File: config.mk
export PLATFORM = sky130hd
export DESIGN_NAME = ifetch_q_flat
export DESIGN_NICKNAME = d
export VERILOG_FILES = /design/src/rtl/sisc_pkg.sv /design/src/rtl/ifetch_q_if.sv /design/src/rtl/ifq_fifo.sv /design/src/rtl/ifetch_q.sv /design/src/flat_wrapper.sv
export SDC_FILE = /design/constraint.sdc
export NUM_CORES = 1
export LEC_CHECK = 0
export BUFFER_PORTS_ARGS = -buffer_cell sky130_fd_sc_hd__clkbuf_2
export CORE_MARGIN = 2
export CORE_UTILIZATION = 55
export DETAILED_ROUTE_END_ITERATION = 12
export HOLD_SLACK_MARGIN = 0.06
export PLACE_DENSITY = 0.86
export SLEW_MARGIN = 40
export SYNTH_ARGS = -nofsm -noshare
export SYNTH_HDL_FRONTEND = slang
export SYNTH_HIERARCHICAL = 1
export SYNTH_SLANG_ARGS = --single-unit
File: constraint.sdc
create_clock -name clk -period 4.4 [get_ports clk]
set_clock_uncertainty 0.1 [all_clocks]
set_input_delay 0.88 -clock clk [delete_from_list [all_inputs] [get_ports clk]]
set_output_delay 0.88 -clock clk [all_outputs]
set_load 0.005 [all_outputs]
File: src/rtl/sisc_pkg.sv
// ---------------------------------------------------------------------------
// sisc_pkg
// Shared definitions for the SISC core front end: default instruction word
// and address widths, the default prefetch queue depth, the prefetch FSM
// state encoding, and a saturating 16-bit increment helper used by the
// optional performance counters (IFQ_PERF_EN).
// No ports; imported by ifq_fifo and ifetch_q.
// ---------------------------------------------------------------------------
package sisc_pkg;

  localparam int IFQ_DW    = 32;
  localparam int IFQ_AW    = 16;
  localparam int IFQ_DEPTH = 4;

  typedef enum logic [1:0] {
    IFQ_FETCH = 2'd0,
    IFQ_FULL  = 2'd1,
    IFQ_HALT  = 2'd2
  } ifq_state_e;

  // Counters stick at all-ones instead of wrapping back to zero.
  function automatic logic [15:0] sat_inc16(input logic [15:0] v);
    return (v == 16'hFFFF) ? v : v + 16'd1;
  endfunction

endpackage

File: src/rtl/ifetch_q_if.sv
// ---------------------------------------------------------------------------
// ifetch_q_if
// Bundle of the prefetch queue's memory-side, IR-side and redirect signals.
//   memory side : mem_req, mem_addr (queue -> memory), mem_ack, mem_data
//   IR side     : ir_load (consumer pop), instr_out, instr_pc, instr_valid,
//                 count (occupancy)
//   control     : br_taken, br_addr (flush + redirect), halt
// Modports:
//   master - used by ifetch_q (drives requests and head outputs)
//   slave  - used by the memory / IR / branch environment
// ---------------------------------------------------------------------------
interface ifetch_q_if #(
  parameter int DEPTH = 4,
  parameter int AW    = 16,
  parameter int DW    = 32
) ();

  logic                       mem_req;
  logic [AW-1:0]              mem_addr;
  logic                       mem_ack;
  logic [DW-1:0]              mem_data;
  logic                       ir_load;
  logic [DW-1:0]              instr_out;
  logic [AW-1:0]              instr_pc;
  logic                       instr_valid;
  logic                       br_taken;
  logic [AW-1:0]              br_addr;
  logic                       halt;
  logic [$clog2(DEPTH):0]     count;

  modport master (
    output mem_req, mem_addr, instr_out, instr_pc, instr_valid, count,
    input  mem_ack, mem_data, ir_load, br_taken, br_addr, halt
  );

  modport slave (
    input  mem_req, mem_addr, instr_out, instr_pc, instr_valid, count,
    output mem_ack, mem_data, ir_load, br_taken, br_addr, halt
  );

endinterface

File: src/rtl/ifq_fifo.sv
// ---------------------------------------------------------------------------
// ifq_fifo
// DEPTH-entry storage for fetched {word, pc} pairs with read/write pointers
// and an occupancy count. DEPTH must be a power of two so the pointers wrap
// naturally.
// Ports:
//   clk, rst_f  - clock, synchronous active-high reset
//   clear_i     - flush: empties the queue, takes priority over push/pop
//   push_i      - write wdata_i at the write pointer (caller guarantees room)
//   pop_i       - retire the head entry (caller guarantees non-empty)
//   wdata_i     - entry to write
//   head_o      - oldest entry, forced to zero while empty
//   count_o     - current occupancy, 0..DEPTH
// ---------------------------------------------------------------------------
module ifq_fifo
  import sisc_pkg::*;
#(
  parameter int DEPTH = IFQ_DEPTH,
  parameter int W     = IFQ_DW + IFQ_AW
) (
  input  logic                   clk,
  input  logic                   rst_f,
  input  logic                   clear_i,
  input  logic                   push_i,
  input  logic                   pop_i,
  input  logic [W-1:0]           wdata_i,
  output logic [W-1:0]           head_o,
  output logic [$clog2(DEPTH):0] count_o
);

  localparam int PW = $clog2(DEPTH);
  localparam int CW = PW + 1;

  logic [W-1:0]  mem_q [DEPTH];
  logic [PW-1:0] wr_ptr_q;
  logic [PW-1:0] rd_ptr_q;
  logic [CW-1:0] count_q;

  // Pointer and occupancy bookkeeping; a flush returns everything to the
  // reset position so the next word lands in entry 0.
  always_ff @(posedge clk) begin
    if (rst_f || clear_i) begin
      wr_ptr_q <= '0;
      rd_ptr_q <= '0;
      count_q  <= '0;
    end else begin
      if (push_i) wr_ptr_q <= wr_ptr_q + PW'(1);
      if (pop_i)  rd_ptr_q <= rd_ptr_q + PW'(1);
      case ({push_i, pop_i})
        2'b10:   count_q <= count_q + CW'(1);
        2'b01:   count_q <= count_q - CW'(1);
        default: count_q <= count_q;
      endcase
    end
  end

  // Entry storage carries no reset; stale contents are hidden by the
  // empty mask on the head output.
  always_ff @(posedge clk) begin
    if (push_i && !clear_i && !rst_f) mem_q[wr_ptr_q] <= wdata_i;
  end

  assign head_o  = (count_q != '0) ? mem_q[rd_ptr_q] : '0;
  assign count_o = count_q;

endmodule

File: src/rtl/ifetch_q.sv
// ---------------------------------------------------------------------------
// ifetch_q
// Instruction prefetch queue for the SISC core. Issues sequential fetch
// requests from the fetch PC, buffers returned words with their PC in an
// ifq_fifo, and presents the oldest word to the IR load path. A taken
// branch flushes the queue and redirects fetch; halt stops new requests
// while leaving queued words available.
// Ports:
//   clk    - clock, all state changes on the rising edge
//   rst_f  - synchronous active-high reset, overrides every other input
//   bus    - ifetch_q_if.master (memory handshake, IR head, branch, halt)
//   flush_cnt, stall_cnt - 16-bit saturating performance counters, present
//            only when the IFQ_PERF_EN macro is defined
// ---------------------------------------------------------------------------
module ifetch_q
  import sisc_pkg::*;
#(
  parameter int DEPTH = IFQ_DEPTH,
  parameter int AW    = IFQ_AW,
  parameter int DW    = IFQ_DW
) (
  input  logic        clk,
  input  logic        rst_f,
  ifetch_q_if.master  bus
`ifdef IFQ_PERF_EN
  ,
  output logic [15:0] flush_cnt,
  output logic [15:0] stall_cnt
`endif
);

  localparam int CW = $clog2(DEPTH) + 1;

  ifq_state_e        state_q, state_d;
  logic [AW-1:0]     fpc_q, fpc_d;
  logic              push, pop;
  logic [CW-1:0]     count_cur, count_nxt;
  logic [DW+AW-1:0]  head;

  ifq_fifo #(.DEPTH(DEPTH), .W(DW + AW)) u_fifo (
    .clk     (clk),
    .rst_f   (rst_f),
    .clear_i (bus.br_taken),
    .push_i  (push),
    .pop_i   (pop),
    .wdata_i ({bus.mem_data, fpc_q}),
    .head_o  (head),
    .count_o (count_cur)
  );

  // Requests are a pure function of state so mem_addr/mem_req stay stable
  // until acked; reset masks the request while it is held.
  assign bus.mem_req     = (state_q == IFQ_FETCH) && !rst_f;
  assign bus.mem_addr    = fpc_q;
  assign bus.instr_out   = head[DW+AW-1:AW];
  assign bus.instr_pc    = head[AW-1:0];
  assign bus.instr_valid = (count_cur != '0);
  assign bus.count       = count_cur;

  // A branch discards both a same-cycle transfer and a same-cycle pop.
  assign push = bus.mem_req && bus.mem_ack && !bus.br_taken;
  assign pop  = bus.ir_load && bus.instr_valid && !bus.br_taken;

  // Next-state logic. Full is decided on the post-update occupancy so that
  // the request drops the cycle after the last free slot is filled, and
  // rises again the cycle after a pop from a full queue.
  always_comb begin
    state_d   = state_q;
    fpc_d     = fpc_q;
    count_nxt = count_cur;
    case ({push, pop})
      2'b10:   count_nxt = count_cur + CW'(1);
      2'b01:   count_nxt = count_cur - CW'(1);
      default: count_nxt = count_cur;
    endcase
    if (push) fpc_d = fpc_q + AW'(1);
    if (bus.br_taken) begin
      fpc_d   = bus.br_addr;
      state_d = bus.halt ? IFQ_HALT : IFQ_FETCH;
    end else if (bus.halt) begin
      state_d = IFQ_HALT;
    end else if (count_nxt == CW'(DEPTH)) begin
      state_d = IFQ_FULL;
    end else begin
      state_d = IFQ_FETCH;
    end
  end

  // FSM state and fetch PC registers.
  always_ff @(posedge clk) begin
    if (rst_f) begin
      state_q <= IFQ_FETCH;
      fpc_q   <= '0;
    end else begin
      state_q <= state_d;
      fpc_q   <= fpc_d;
    end
  end

`ifdef IFQ_PERF_EN
  logic [15:0] flush_cnt_q;
  logic [15:0] stall_cnt_q;

  // Flushes and memory wait cycles, both saturating.
  always_ff @(posedge clk) begin
    if (rst_f) begin
      flush_cnt_q <= '0;
      stall_cnt_q <= '0;
    end else begin
      if (bus.br_taken)                  flush_cnt_q <= sat_inc16(flush_cnt_q);
      if (bus.mem_req && !bus.mem_ack)   stall_cnt_q <= sat_inc16(stall_cnt_q);
    end
  end

  assign flush_cnt = flush_cnt_q;
  assign stall_cnt = stall_cnt_q;
`endif

endmodule

File: src/flat_wrapper.sv
// flat-port wrapper written by rule: the top's interface ports become plain ports
module ifetch_q_flat import sisc_pkg::*;
#(
  parameter int DEPTH = IFQ_DEPTH,
  parameter int AW    = IFQ_AW,
  parameter int DW    = IFQ_DW
)
  (clk, rst_f, bus_mem_req, bus_mem_addr, bus_instr_out, bus_instr_pc, bus_instr_valid, bus_count, bus_mem_ack, bus_mem_data, bus_ir_load, bus_br_taken, bus_br_addr, bus_halt);
  ifetch_q_if #(.DEPTH(DEPTH), .AW(AW), .DW(DW)) bus_i ();
  input  logic clk;
  input  logic rst_f;
  output wire logic [$bits(bus_i.mem_req)-1:0] bus_mem_req;
  output wire logic [$bits(bus_i.mem_addr)-1:0] bus_mem_addr;
  output wire logic [$bits(bus_i.instr_out)-1:0] bus_instr_out;
  output wire logic [$bits(bus_i.instr_pc)-1:0] bus_instr_pc;
  output wire logic [$bits(bus_i.instr_valid)-1:0] bus_instr_valid;
  output wire logic [$bits(bus_i.count)-1:0] bus_count;
  input wire logic [$bits(bus_i.mem_ack)-1:0] bus_mem_ack;
  input wire logic [$bits(bus_i.mem_data)-1:0] bus_mem_data;
  input wire logic [$bits(bus_i.ir_load)-1:0] bus_ir_load;
  input wire logic [$bits(bus_i.br_taken)-1:0] bus_br_taken;
  input wire logic [$bits(bus_i.br_addr)-1:0] bus_br_addr;
  input wire logic [$bits(bus_i.halt)-1:0] bus_halt;
  assign bus_mem_req = bus_i.mem_req;
  assign bus_mem_addr = bus_i.mem_addr;
  assign bus_instr_out = bus_i.instr_out;
  assign bus_instr_pc = bus_i.instr_pc;
  assign bus_instr_valid = bus_i.instr_valid;
  assign bus_count = bus_i.count;
  assign bus_i.mem_ack = bus_mem_ack;
  assign bus_i.mem_data = bus_mem_data;
  assign bus_i.ir_load = bus_ir_load;
  assign bus_i.br_taken = bus_br_taken;
  assign bus_i.br_addr = bus_br_addr;
  assign bus_i.halt = bus_halt;
  ifetch_q #(.DEPTH(DEPTH), .AW(AW), .DW(DW)) u_core (.clk(clk), .rst_f(rst_f), .bus(bus_i));
endmodule
-- Word-level counts from Yosys, hierarchy flattened
Memories as Yosys holds them, arrays and structs flattened. A register that Yosys moved wholly into a read port is not among the register bits.
Cells that the tools add are included.
- logic and storage cells: 39
- output and inout port bits: 69
- memory bits (writable): 192
- register bits after elaboration: 25
- memories: 1
- input bits: 54
- memory list (name ; words ; bits a word ; read ports ; clocked after Yosys merged registers in ; write ports ; line ; text):
    u_core.u_fifo.mem_q ; 4 ; 48 ; 1 ; 1 ; 1 ; ifq_fifo.sv:34 ; logic [W-1:0] mem_q [DEPTH];
- equality and inequality tests: 3
- reductions and logical operators: 13
- mux-type cells: 12
- $add $sub $neg: 5
- operators with widths (operator ; number):
    48-bit 2-to-1 mux ; 1
    16-bit 2-to-1 mux ; 2
    16-bit by 1-bit adder with 16-bit output (second input constant) ; 1
    2-bit 2-to-1 mux ; 5
    1-bit logical AND ; 7
    3-bit one-hot mux with 2 select lines ; 1
    2-bit by 1-bit adder with 2-bit output (second input constant) ; 2
    3-bit by 1-bit adder with 3-bit output (second input constant) ; 1
    3-bit equality test (second input constant) ; 1
    1-bit 2-to-1 mux ; 3
    3-bit nonzero test ; 1
    3-bit by 1-bit subtractor with 3-bit output (second input constant) ; 1
    2-bit by 1-bit equality test with 1-bit output (second input constant) ; 1
    2-bit equality test (second input constant) ; 1
    1-bit zero test ; 2
    2-bit zero test ; 1
    2-bit nonzero test ; 1
    1-bit logical OR ; 1

-- Longest topological paths before layout
Gate-level depths: netlist of run 1.
- depth after elaboration: 10
- gate-level depth with buffers: 12
- mapped depth without buffers: 11

-- Hierarchy
Netlist of run 1, hierarchy kept.
- by module, submodules not included (module ; seq. area each (um^2) ; cells an instance ; area each (um^2) ; instances):
    ifq_fifo ; 5945.7 ; 351 ; 7676.1 ; 1
    ifetch_q ; 360.3 ; 131 ; 1062.3 ; 1

-- Worst setup path before layout of run 1
Ideal clock, no wire load.
- path kind: input to register
- from: input rst_f
- to: memory u_core/u_fifo/mem_q[0][0] in the netlist's numbering, enable pin
- library setup time: 0.411 ns
- path buffers: 1
- arrival time: 2.927 ns
- cell stages on the path: 6
- setup slack: 0.963 ns
- required time: 3.889 ns
- cells stage by stage: or3_1 -> clkbuf_1 -> inv_1 -> nand3_1 -> inv_1 -> and3_1
- longest elaborated chain between the ends: 8
- RTL lines (item ; line ; text):
    start: declaration ; flat_wrapper.sv:11 ; input logic rst_f;
    1-bit zero test ; ifetch_q.sv:53 ; assign bus.mem_req = (state_q == IFQ_FETCH) && !rst_f;
    1-bit logical AND ; ifetch_q.sv:53 ;
    named net bus_mem_req ; flat_wrapper.sv:12 ; output wire logic [$bits(bus_i.mem_req)-1:0] bus_mem_req;
    1-bit logical AND (2 in a row) ; ifetch_q.sv:61 ; assign push = bus.mem_req && bus.mem_ack && !bus.br_taken;
    named net u_core.push ; ifetch_q.sv:36 ; logic push, pop;
    1-bit logical AND (2 in a row) ; ifq_fifo.sv:60 ; if (push_i && !clear_i && !rst_f) mem_q[wr_ptr_q] <= wdata_i;
    1-bit 2-to-1 mux ; ifq_fifo.sv:60 ;
    1-bit 2-to-1 mux (not written as such) ; ifq_fifo.sv:60 ;
    end: declaration ; ifq_fifo.sv:34 ;
The timed path passes the listed nets, and every way through them passes these cells.

==> results of run 1 <==
[Yosys cell counts]
master,n
nor2b_1,49
nor3_1,6
a211oi_1,9
and3_1,5
xnor2_1,13
buf_6,5
buf_4,2
a21oi_1,3
or3_1,8
dfxtp_1,27
or4_4,1
edfxtp_1,192
or4b_4,1
nand4_1,3
mux4_2,48
nor4_1,6
or4_1,1
xor2_1,5
nand3_1,10
clkbuf_1,12
a31oi_1,3
inv_1,15
nand2_1,7
nor2_1,24
or2_2,1
o21ai_0,5
o31ai_1,1
buf_2,4
nand2b_1,1
a311oi_1,3
mux2i_1,2
fa_1,2
ha_1,7
nor3b_1,1
[routing by layer]
layer  global-route usage  vias up  routed length, um
met5                    0        -                  0
met4               0.0544        0                355
met3               0.0361       31               1160
met2                0.355      200               8920
met1                0.296     2451               7370
li1                     -     2141                  -
[placed cells by master (no fill, tap or decap), types with 3 or more instances in the layout]
cell type,Yosys,layout
buf_4,2,7
mux4_2,48,48
or3_1,8,8
nand2_1,7,7
o21ai_0,5,5
xnor2_1,13,13
nor4_1,6,6
and3_2,0,4
clkinv_2,0,6
nor2b_1,49,49
xor2_1,5,5
clkbuf_8,0,3
clkbuf_2,0,122
nor2_1,24,24
ha_1,7,7
a31oi_1,3,3
inv_1,15,15
dfxtp_1,27,25
nor3_1,6,5
nand3_1,10,10
edfxtp_1,192,192
a211oi_1,9,9
buf_12,0,4
nand4_1,3,3
a311oi_1,3,3
clkbuf_16,0,21
a21oi_1,3,3
[worst register-to-register path, stage by stage (launching register included)]
cell	delay [ps]
dfxtp_1	320
or3_1	460
inv_1	150
nand3_1	120
inv_1	230
and3_2	610
buf_4	390
[worst min-delay path by stage]
stage | startpoint | endpoint | slack (ps) | depth (start not counted)
6_report | u_core/bus.mem_addr[6]$_SDFFE_PP0P_ | u_core/u_fifo/mem_q[1][6]$_DFFE_PP_ | 490 | 0
5_1_grt | u_core/bus.mem_addr[5]$_SDFFE_PP0P_ | u_core/u_fifo/mem_q[2][5]$_DFFE_PP_ | 500 | 0
4_1_cts | u_core/bus.mem_addr[5]$_SDFFE_PP0P_ | u_core/u_fifo/mem_q[2][5]$_DFFE_PP_ | 480 | 0
3_5_place_dp | u_core/u_fifo/rd_ptr_q[1]$_SDFFE_PP0P_ | flop | 410 | 2
3_3_place_gp | u_core/u_fifo/rd_ptr_q[1]$_SDFFE_PP0P_ | flop | 410 | 2
2_1_floorplan | u_core/u_fifo/rd_ptr_q[1]$_SDFFE_PP0P_ | flop | 380 | 2
[cell families (layout without fill, tap and decap cells)]
kind of cell / Yosys count / count (layout) / synth area share
compound gates: 24 / 24 / 0.0183
xor+xnor: 18 / 18 / 0.0180
fa+ha+maj: 9 / 9 / 0.0146
buf+inv: 38 / 186 / 0.0220
flops: 219 / 219 / 0.722
mux: 50 / 50 / 0.126
simple gates: 124 / 124 / 0.0793
[flip-flops by register name, indices dropped and copies added (netlist names), named ones only]
| signal | count |
|---|---|
| u_core/u_fifo/rd_ptr_q | 2 |
| u_core/u_fifo/mem_q | 192 |
| u_core/state_q | 2 |
| u_core/u_fifo/wr_ptr_q | 2 |
| u_core/bus.mem_addr | 16 |
| u_core/u_fifo/count_o | 3 |
[power by group through the flow]
stage               sequential [mW]  clock [mW]  combinational (mW)
floorplan                      2.34           0              0.0549
global placement               2.35           0               0.114
detailed placement             2.35           0               0.120
CTS                            2.31        1.77               0.122
global route                   2.31        1.84               0.134
finish                         2.31        1.75               0.121
[layout make-up]
type                            instances  area, sq um
Sequential cell                       219         6310
Fill cell                            1046         5400
Multi-Input combinational cell        225         2250
Timing Repair Buffer                  133          743
Clock buffer                           26          574
Tap cell                              216          270
Clock inverter                         12          110
Inverter                               15         56.3
[through the flow]
step,area (sq um),hold slack [ps],std cells,utilization
floorplan,8740,385,482,-
global placement,9590,406,806,0.610
detailed placement,9630,409,808,0.613
CTS,10300,478,846,0.657
global route,10300,500,846,0.657
finish,10300,486,846,0.657
==> metrics, run 1 <==
drt pass-1 iters 5; Power Total ~4.2 mW; Post-CTS Setup Inserts 0; largest net degree at the start of global routing a little under 50; Final GP Congestion around 0.82; Crit Path Max Fanout 41; Worst slew margin 0.525; CTS tree built; Syn-to-layout area delta 18.1%; clock network power share 0.418; critical path depth 4; post-synth cell types 34; core area around 16000 sq um; Worst path max stage delay ~740 ps; max_cap viols 0; Die H approximately 130 um; Worst Path Arrival between 2000 and 2500 ps; setup_tns 0 ps; setup ws final 1230 ps; CP Capture Point bus_instr_out[7]; initial antenna violation count 0; sequential share of power 0.553; Switch Pwr roughly 0.85 mW; via density per instance 5.70; worst vdd ir approximately 0.25 mV; critical path class reg2out; Detailed Place HPWL 11.0 mm; worst min path class reg2reg; period utilization 0.720; CP Cell Sequence buf_4, mux4_2, nor2b_1, clkbuf_2; drt initial violations approximately 380; CTS buffer count 21; hold buffer count at CTS 0; Setup violations, final 0; Slew @ Worst Pin between 700 and 800 ps; Ports ~120; global-route wire length before repair ~27 mm; number of global-route vias before repair ~4800; cell taking the most area after synthesis edfxtp_1; unrepaired setup endpoints after global routing false; Pins Over Slew Limit 0; grt ovf 0; WL/cell about 21 um; minimum clock period 3170 ps; PwrDens approximately 400 nW/um^2; Final ANT Viol Nets 0; Reg2Reg Setup Slack approximately 1700 ps; via count slightly below 5000; die footprint about 17000 sq um; CTS H-Tree Depth 1; run status complete, no violations; sequential share of the synthesized area 0.722; #FFs+latches synth about 220; DR DRC count 0; layout cells sized above 1 0.360; LEAKAGE approximately 3.5 nW; port bufs around 120; clk sink count between 200 and 250; post-cts resize count 0; synth top area cells edfxtp_1 66%, mux4_2 12%, dfxtp_1 6.2%; Post-Syn Area per Cell 18.1 sq um; ANT cells 0; # rows 46; Yosys top cell area share 0.660; post-synthesis cell count roughly 480; CP Buf/Inv Count 2; internal power approximately 3.3 mW; maximum clock frequency roughly 320 MHz; clock buffer depth 3; Fin. Hold Viols 0; Initial Util 0.556; root buf cell clkbuf_16; Slowest cell on crit path dfxtp_4; Worst setup SP type flop; Mapped Area 8740 sq um; Ys Warns 6; crit-path leading delay family flip-flops; Mapped Nets ~550; GRT Overall Usage 0.212; clk slew on worst S/H paths 70 ps; Worst R2R End u_core/u_fifo/mem_q[0][17]$_DFFE_PP_; Critical Path End Type output port; DRT Wirelength roughly 18 mm; Die X roughly 130 um; Setup Slack @ Placement approximately 900 ps; Sw Ratio 0.203; Register-to-Register Path Depth 6; clk_lat worst skew just under 500 ps; final-stage net count 678; CP required between 3000 and 4000 ps; worst r2r src u_core/state_q[1]$_SDFF_PP0_; Logic pwr share 0.029
No activity file was read; power rests on OpenSTA's default activity.
==> inputs of run 2 (changes only) <==
ABC_AREA = 1   (was default)
PLACE_DENSITY = 0.85   (was 0.86)
clock period = 3 ns   (was 4.4 ns; I/O delays follow)
==> run 2 against run 1 <==
Effect of this change: combinational power rose by 95%; register-to-register slack got worse by 960 ps; global-route usage rose by 0.17 points; final area rose by 6.6%; count of clock-buffer cells in the layout rose by 6; synthesized cell count rose by 82%; largest cell class unchanged; critical path type unchanged; non-clock buffer count rose by 6; clock power rose by 47%.
==> metrics, run 2 <==
run status complete, no violations; Worst slew margin 0.717 (+0.191); DRT Wirelength 19.6 mm (+10%); PwrDens 562 nW/um^2 (+39%); Pins Over Slew Limit 0 (unchanged); clock network power share 0.416 (-0.002); maximum clock frequency 378 MHz; initial antenna violation count 0 (unchanged); worst min path class in2reg; Post-synth EDFFs 192 (unchanged); clk_lat worst skew 490 ps (about the same); setup_tns 0 ps (unchanged); root buf cell clkbuf_16; final std cells w/o fill 1239 (+46%); Die H 136 um (+4.2%); Ports 123 (unchanged); die footprint 18400 sq um (+8.6%); CTS buffer count 22 (+4.8%); clock buffer depth 3 (unchanged); Yosys top cell area share 0.606 (-0.0540); synth top area cells edfxtp_1 61%, nand2_1 10%, dfxtp_1 5.7%; most frequent cells in the layout 258 x nand2_1, 192 x edfxtp_1, 122 x clkbuf_2, 122 x nor2_1, 55 x o21ai_0; Final ANT Viol Nets 0 (unchanged); hold buffer count at CTS 0 (unchanged); Post-Route Utilization 0.643 (-0.0138); highest routed layer met4; drt pass-1 iters 5 (unchanged); Logic pwr share 0.038 (+0.009); Final GP Congestion 0.840 (+2.8%); post-synthesis cell count 877 (+82%); Placed Cells 1199 (+48%); combinational family with the most area after synthesis simple AND/OR/NAND/NOR gates; count leader, synth nand2_1; CP required 2300 ps (-1120 ps); LEAKAGE 4.30 nW (+23%); post-synth cell types 38 (+12%); ANT cells 0 (unchanged); setup ws final 355 ps (-878 ps); Critical Path End Type output port; post-cts resize count 0 (unchanged); DR DRC count 0 (unchanged); Initial Util 0.556 (about the same); Die X 136 um (+4.2%); layout cells sized above 1 0.225 (-0.135); Mapped Nets 940 (+72%); Detailed Place HPWL 11.8 mm (+7.7%); Crit Path Max Fanout 96 (+130%); core area 17100 sq um (+8.9%); Ys Warns 6 (unchanged); hold slack 209 ps (-277 ps); WL met2 10.0 mm (+12%); unrepaired setup endpoints after global routing false; metal3 WL 1.39 mm (+20%); clk sink count 219 (unchanged); most frequent cells after synthesis 258 x nand2_1, 192 x edfxtp_1, 126 x nor2_1; Setup Slack @ Placement 446 ps (-435 ps); period utilization 0.882; global-route wire length before repair 30.9 mm (+14%); #FFs+latches synth 219 (unchanged); Mapped Area 9520 sq um (+8.9%); largest net degree at the start of global routing 97 (+98%); Compound-Gate Fraction of Synth Area 0.0880 (+0.0696); sequential share of the synthesized area 0.663 (-0.0590); ys flop type edfxtp_1; CTS tree built; # rows 48 (+4.3%); GRT Overall Usage 0.214 (+0.00169); Worst setup SP type flop; commonest non-fill, non-tap cell in the layout nand2_1; clk slew on worst S/H paths 60 ps (about the same); final-stage net count 1061 (+56%); max reg flops 192 (unchanged); Sw Ratio 0.201 (-0.00141); Post-CTS Setup Inserts 0 (unchanged); largest register by flop count u_core/u_fifo/mem_q; max_cap viols 0 (unchanged); WL/cell 15.8 um (-25%); grt ovf 0 (unchanged); number of global-route vias before repair 6243 (+30%); drt initial violations 624 (+65%); Post-DP Area 10300 sq um (+7.2%); CTS H-Tree Depth 1 (unchanged); worst vdd ir 0.339 mV (+33%); Synth Area in Simple Gates 0.180 (+0.100); asr flop ratio synth 0 (unchanged); Power Total 6.19 mW (+48%); minimum clock period approximately 2600 ps; port bufs 122 (unchanged); fin area 11000 sq um (+6.6%); Syn-to-layout area delta 15.6%; via count 6549 (+36%); internal power 4.94 mW (+48%); Post-Syn Area per Cell 10.9 sq um (-40%); Worst Path Arrival 1950 ps (-240 ps); Slew @ Worst Pin 425 ps (-281 ps); Fin. Hold Viols 0 (unchanged); M1 WL 7.94 mm (+7.8%); via density per instance 5.29 (-7.3%); post-synthesis adder-cell area fraction 0.0134 (-0.00119); critical path class reg2out; Setup violations, final 0 (unchanged); Post-Synth XOR/XNOR Area 0.00368 (-0.0144); Switch Pwr 1.24 mW (+47%); mux cell area share after synthesis 0 (-0.126); sequential share of power 0.546 (-0.007); cell taking the most area after synthesis edfxtp_1
## run 2: per-layer routing
layer	track usage	vias to the layer above
met5	0	-
met3	0.0344	25
li1	-	3199
met1	0.277	3080
met4	0.0579	0
met2	0.377	245
## run 2: power by group through the flow
stage          Sequential, mW  Clock [mW]  Combinational (mW)
2_1_floorplan            3.43           0               0.123
4_1_cts                  3.38        2.61               0.237
5_1_grt                  3.38        2.73               0.264
3_3_place_gp             3.44           0               0.227
6_report                 3.38        2.57               0.236
3_5_place_dp             3.44           0               0.235
## run 2: cells by family after synthesis
family | after synthesis
and+or+nand+nor | 424
xor gates and xnor gates | 4
buffers and inverters | 87
adders and majority gates | 9
AOI/OAI and AO/OA | 134
DFF | 219
## run 2: path summary, 6_finish.rpt
check | startpoint | end | slack, ps | cells past startpoint
max | flop | bus_instr_pc[4] | 350 | 6
min | bus_halt | u_core/state_q[1]$_SDFF_PP0_ | 210 | 3
max reg2reg | u_core/u_fifo/count_o[1]$_SDFFE_PP0P_ | u_core/state_q[0]$_SDFF_PP0_ | 760 | 9
min reg2reg | u_core/u_fifo/rd_ptr_q[1]$_SDFFE_PP0P_ | u_core/u_fifo/rd_ptr_q[1]$_SDFFE_PP0P_ | 360 | 1
## run 2: critical path, stage by stage, from the launching register on
cell      delay, ps
dfxtp_4         370
buf_12          360
nand2_1         110
nand2_1         100
nand2_1          50
a21oi_1         280
clkbuf_2        170
## run 2: layout make-up
| type | instances | area, sq um |
|---|---|---|
| inverters | 45 | 174 |
| multi-input cells | 571 | 2750 |
| clock inverters | 8 | 58.8 |
| fillers | 1243 | 6110 |
| well taps | 225 | 282 |
| clock buffers | 32 | 619 |
| flip-flops and latches | 219 | 6310 |
| repair buffers | 139 | 813 |
==> inputs of run 3 (changes only) <==
CELL_PAD_IN_SITES_DETAIL_PLACEMENT = 1   (was default)
CELL_PAD_IN_SITES_GLOBAL_PLACEMENT = 1   (was default)
CORE_UTILIZATION = 46   (was 55)
PLACE_DENSITY = 0.89   (was 0.85)
==> run 3 against run 2 <==
Effect of this change: sequential cell count is the same; fmax fell by 8.5%; routed wire length is 25% higher; sequential power hardly changed; critical endpoint unchanged.
==> metrics, run 3 (same netlist as run 2, synthesis figures left out) <==
Setup violations, final 0 (unchanged); Die X 148 um (+9.1%); Final GP Congestion 0.761 (-9.4%); Worst Path Arrival 2190 ps (+240 ps); Initial Util 0.469 (-0.0872); Post-Route Utilization 0.545 (-0.0977); worst vdd ir 0.362 mV (+6.9%); Worst R2R End u_core/state_q[0]$_SDFF_PP0_; Critical Path End Type output port; commonest non-fill, non-tap cell in the layout nand2_1; setup ws final 109 ps (-246 ps); DR DRC count 0 (unchanged); root buf cell clkbuf_16; Crit Path Max Fanout 96 (unchanged); worst min path class in2reg; clock buffer depth 3 (unchanged); Register-to-Register Path Depth 9 (unchanged); Final ANT Viol Nets 0 (unchanged); CP required 2300 ps (about the same); ANT cells 0 (unchanged); via count 6812 (+4.0%); Die H 148 um (+9.1%); max_cap viols 0 (unchanged); CTS buffer count 23 (+4.5%); WL/cell 19.1 um (+21%); largest net degree at the start of global routing 97 (unchanged); CP Capture Point bus_instr_pc[4]; final std cells w/o fill 1283 (+3.6%); LEAKAGE 4.31 nW (+0.16%); minimum clock period 2890 ps (+246 ps); Fin. Hold Viols 0 (unchanged); port bufs 122 (unchanged); PwrDens 562 nW/um^2 (about the same); Worst setup SP type flop; clk_lat worst skew 510 ps (+20 ps); critical path class reg2out; core area 20300 sq um (+19%); WHS Path Cells 3 (unchanged); most frequent cells in the layout 258 x nand2_1, 192 x edfxtp_1, 122 x clkbuf_2, 122 x nor2_1, 55 x o21ai_0; drt initial violations 324 (-48%); number of global-route vias before repair 7321 (+17%); clk sink count 219 (unchanged); setup_tns 0 ps (unchanged); run status complete, no violations; period utilization 0.964 (+0.0820); post-cts resize count 0 (unchanged); max reg flops 192 (unchanged); Syn-to-layout area delta 16.3%; clk slew on worst S/H paths 60 ps (about the same); CTS H-Tree Depth 1 (unchanged); Ports 123 (unchanged); GRT Overall Usage 0.226 (+0.0117); drt pass-1 iters 5 (unchanged); worst r2r src u_core/u_fifo/count_o[1]$_SDFFE_PP0P_; # rows 52 (+8.3%); layout cells sized above 1 0.227 (+0.00220); die footprint 21900 sq um (+19%); largest register by flop count u_core/u_fifo/mem_q; via density per instance 5.31 (+0.45%); final-stage net count 1060 (-0.094%); Detailed Place HPWL 15.6 mm (+32%); hold buffer count at CTS 0 (unchanged); grt ovf 0 (unchanged); Pins Over Slew Limit 0 (unchanged); Setup Slack @ Placement 394 ps (-52.6 ps); initial antenna violation count 0 (unchanged); unrepaired setup endpoints after global routing false; Placed Cells 1242 (+3.6%); Reg2Reg Setup Slack 760 ps (about the same); DRT Wirelength 24.5 mm (+25%); maximum clock frequency 346 MHz (-8.5%); Slew @ Worst Pin 678 ps (+254 ps); Worst slew margin 0.548 (-0.169); hold slack 210 ps (+0.955 ps); CTS tree built; global-route wire length before repair 38.8 mm (+25%); Post-CTS Setup Inserts 0 (unchanged)
==> run 3: worst max-delay path: stages, from the launching register on <==
cell and delay [ps]:
dfxtp_4 360, clkinv_4 480, nand2_1 170, nand2_1 130
nand2_1 70, a21oi_1 280, clkbuf_2 180
==> run 3: worst min path at each step <==
stage / startpoint / endpoint / slack (ps)
final: bus_halt / u_core/state_q[1]$_SDFF_PP0_ / 210
after global routing: bus_halt / u_core/state_q[1]$_SDFF_PP0_ / 210
after CTS: bus_halt / u_core/state_q[1]$_SDFF_PP0_ / 190
after detailed placement: u_core/u_fifo/rd_ptr_q[1]$_SDFFE_PP0P_ / u_core/u_fifo/rd_ptr_q[1]$_SDFFE_PP0P_ / 370
after global placement: u_core/u_fifo/rd_ptr_q[1]$_SDFFE_PP0P_ / u_core/u_fifo/rd_ptr_q[1]$_SDFFE_PP0P_ / 360
after floorplan: u_core/u_fifo/rd_ptr_q[1]$_SDFFE_PP0P_ / flop / 310
==> run 3: layer usage <==
metal / GRT usage / share of wire / up-vias
met5: 0 / 0 / -
met4: 0.0748 / 0.025 / 0
met3: 0.0346 / 0.051 / 45
met2: 0.403 / 0.51 / 188
met1: 0.282 / 0.41 / 3382
li1: - / - / 3197
==> run 3: cell type report <==
cell class              count  area [sq um]
clock inverters            11          52.6
repair buffers            137           823
well taps                 270           338
flip-flops and latches    219          6310
multi-input cells         571          2750
inverters                  45           174
fillers                  2231          9230
clock buffers              30           622
==> run 3: through the flow <==
stage | instance area, sq um | power [mW]
6_report | 11100 | 6.22
5_1_grt | 11100 | 6.40
4_1_cts | 11100 | 6.26
3_5_place_dp | 10400 | 3.69
3_3_place_gp | 10400 | 3.68
2_1_floorplan | 9530 | 3.55
==> run 3: report_power, final <==
part	leakage, nW	internal (mW)	switching [mW]
sequential	1.94	3.33	0.0450
clock	0.332	1.46	1.14
combinational	2.03	0.0938	0.155
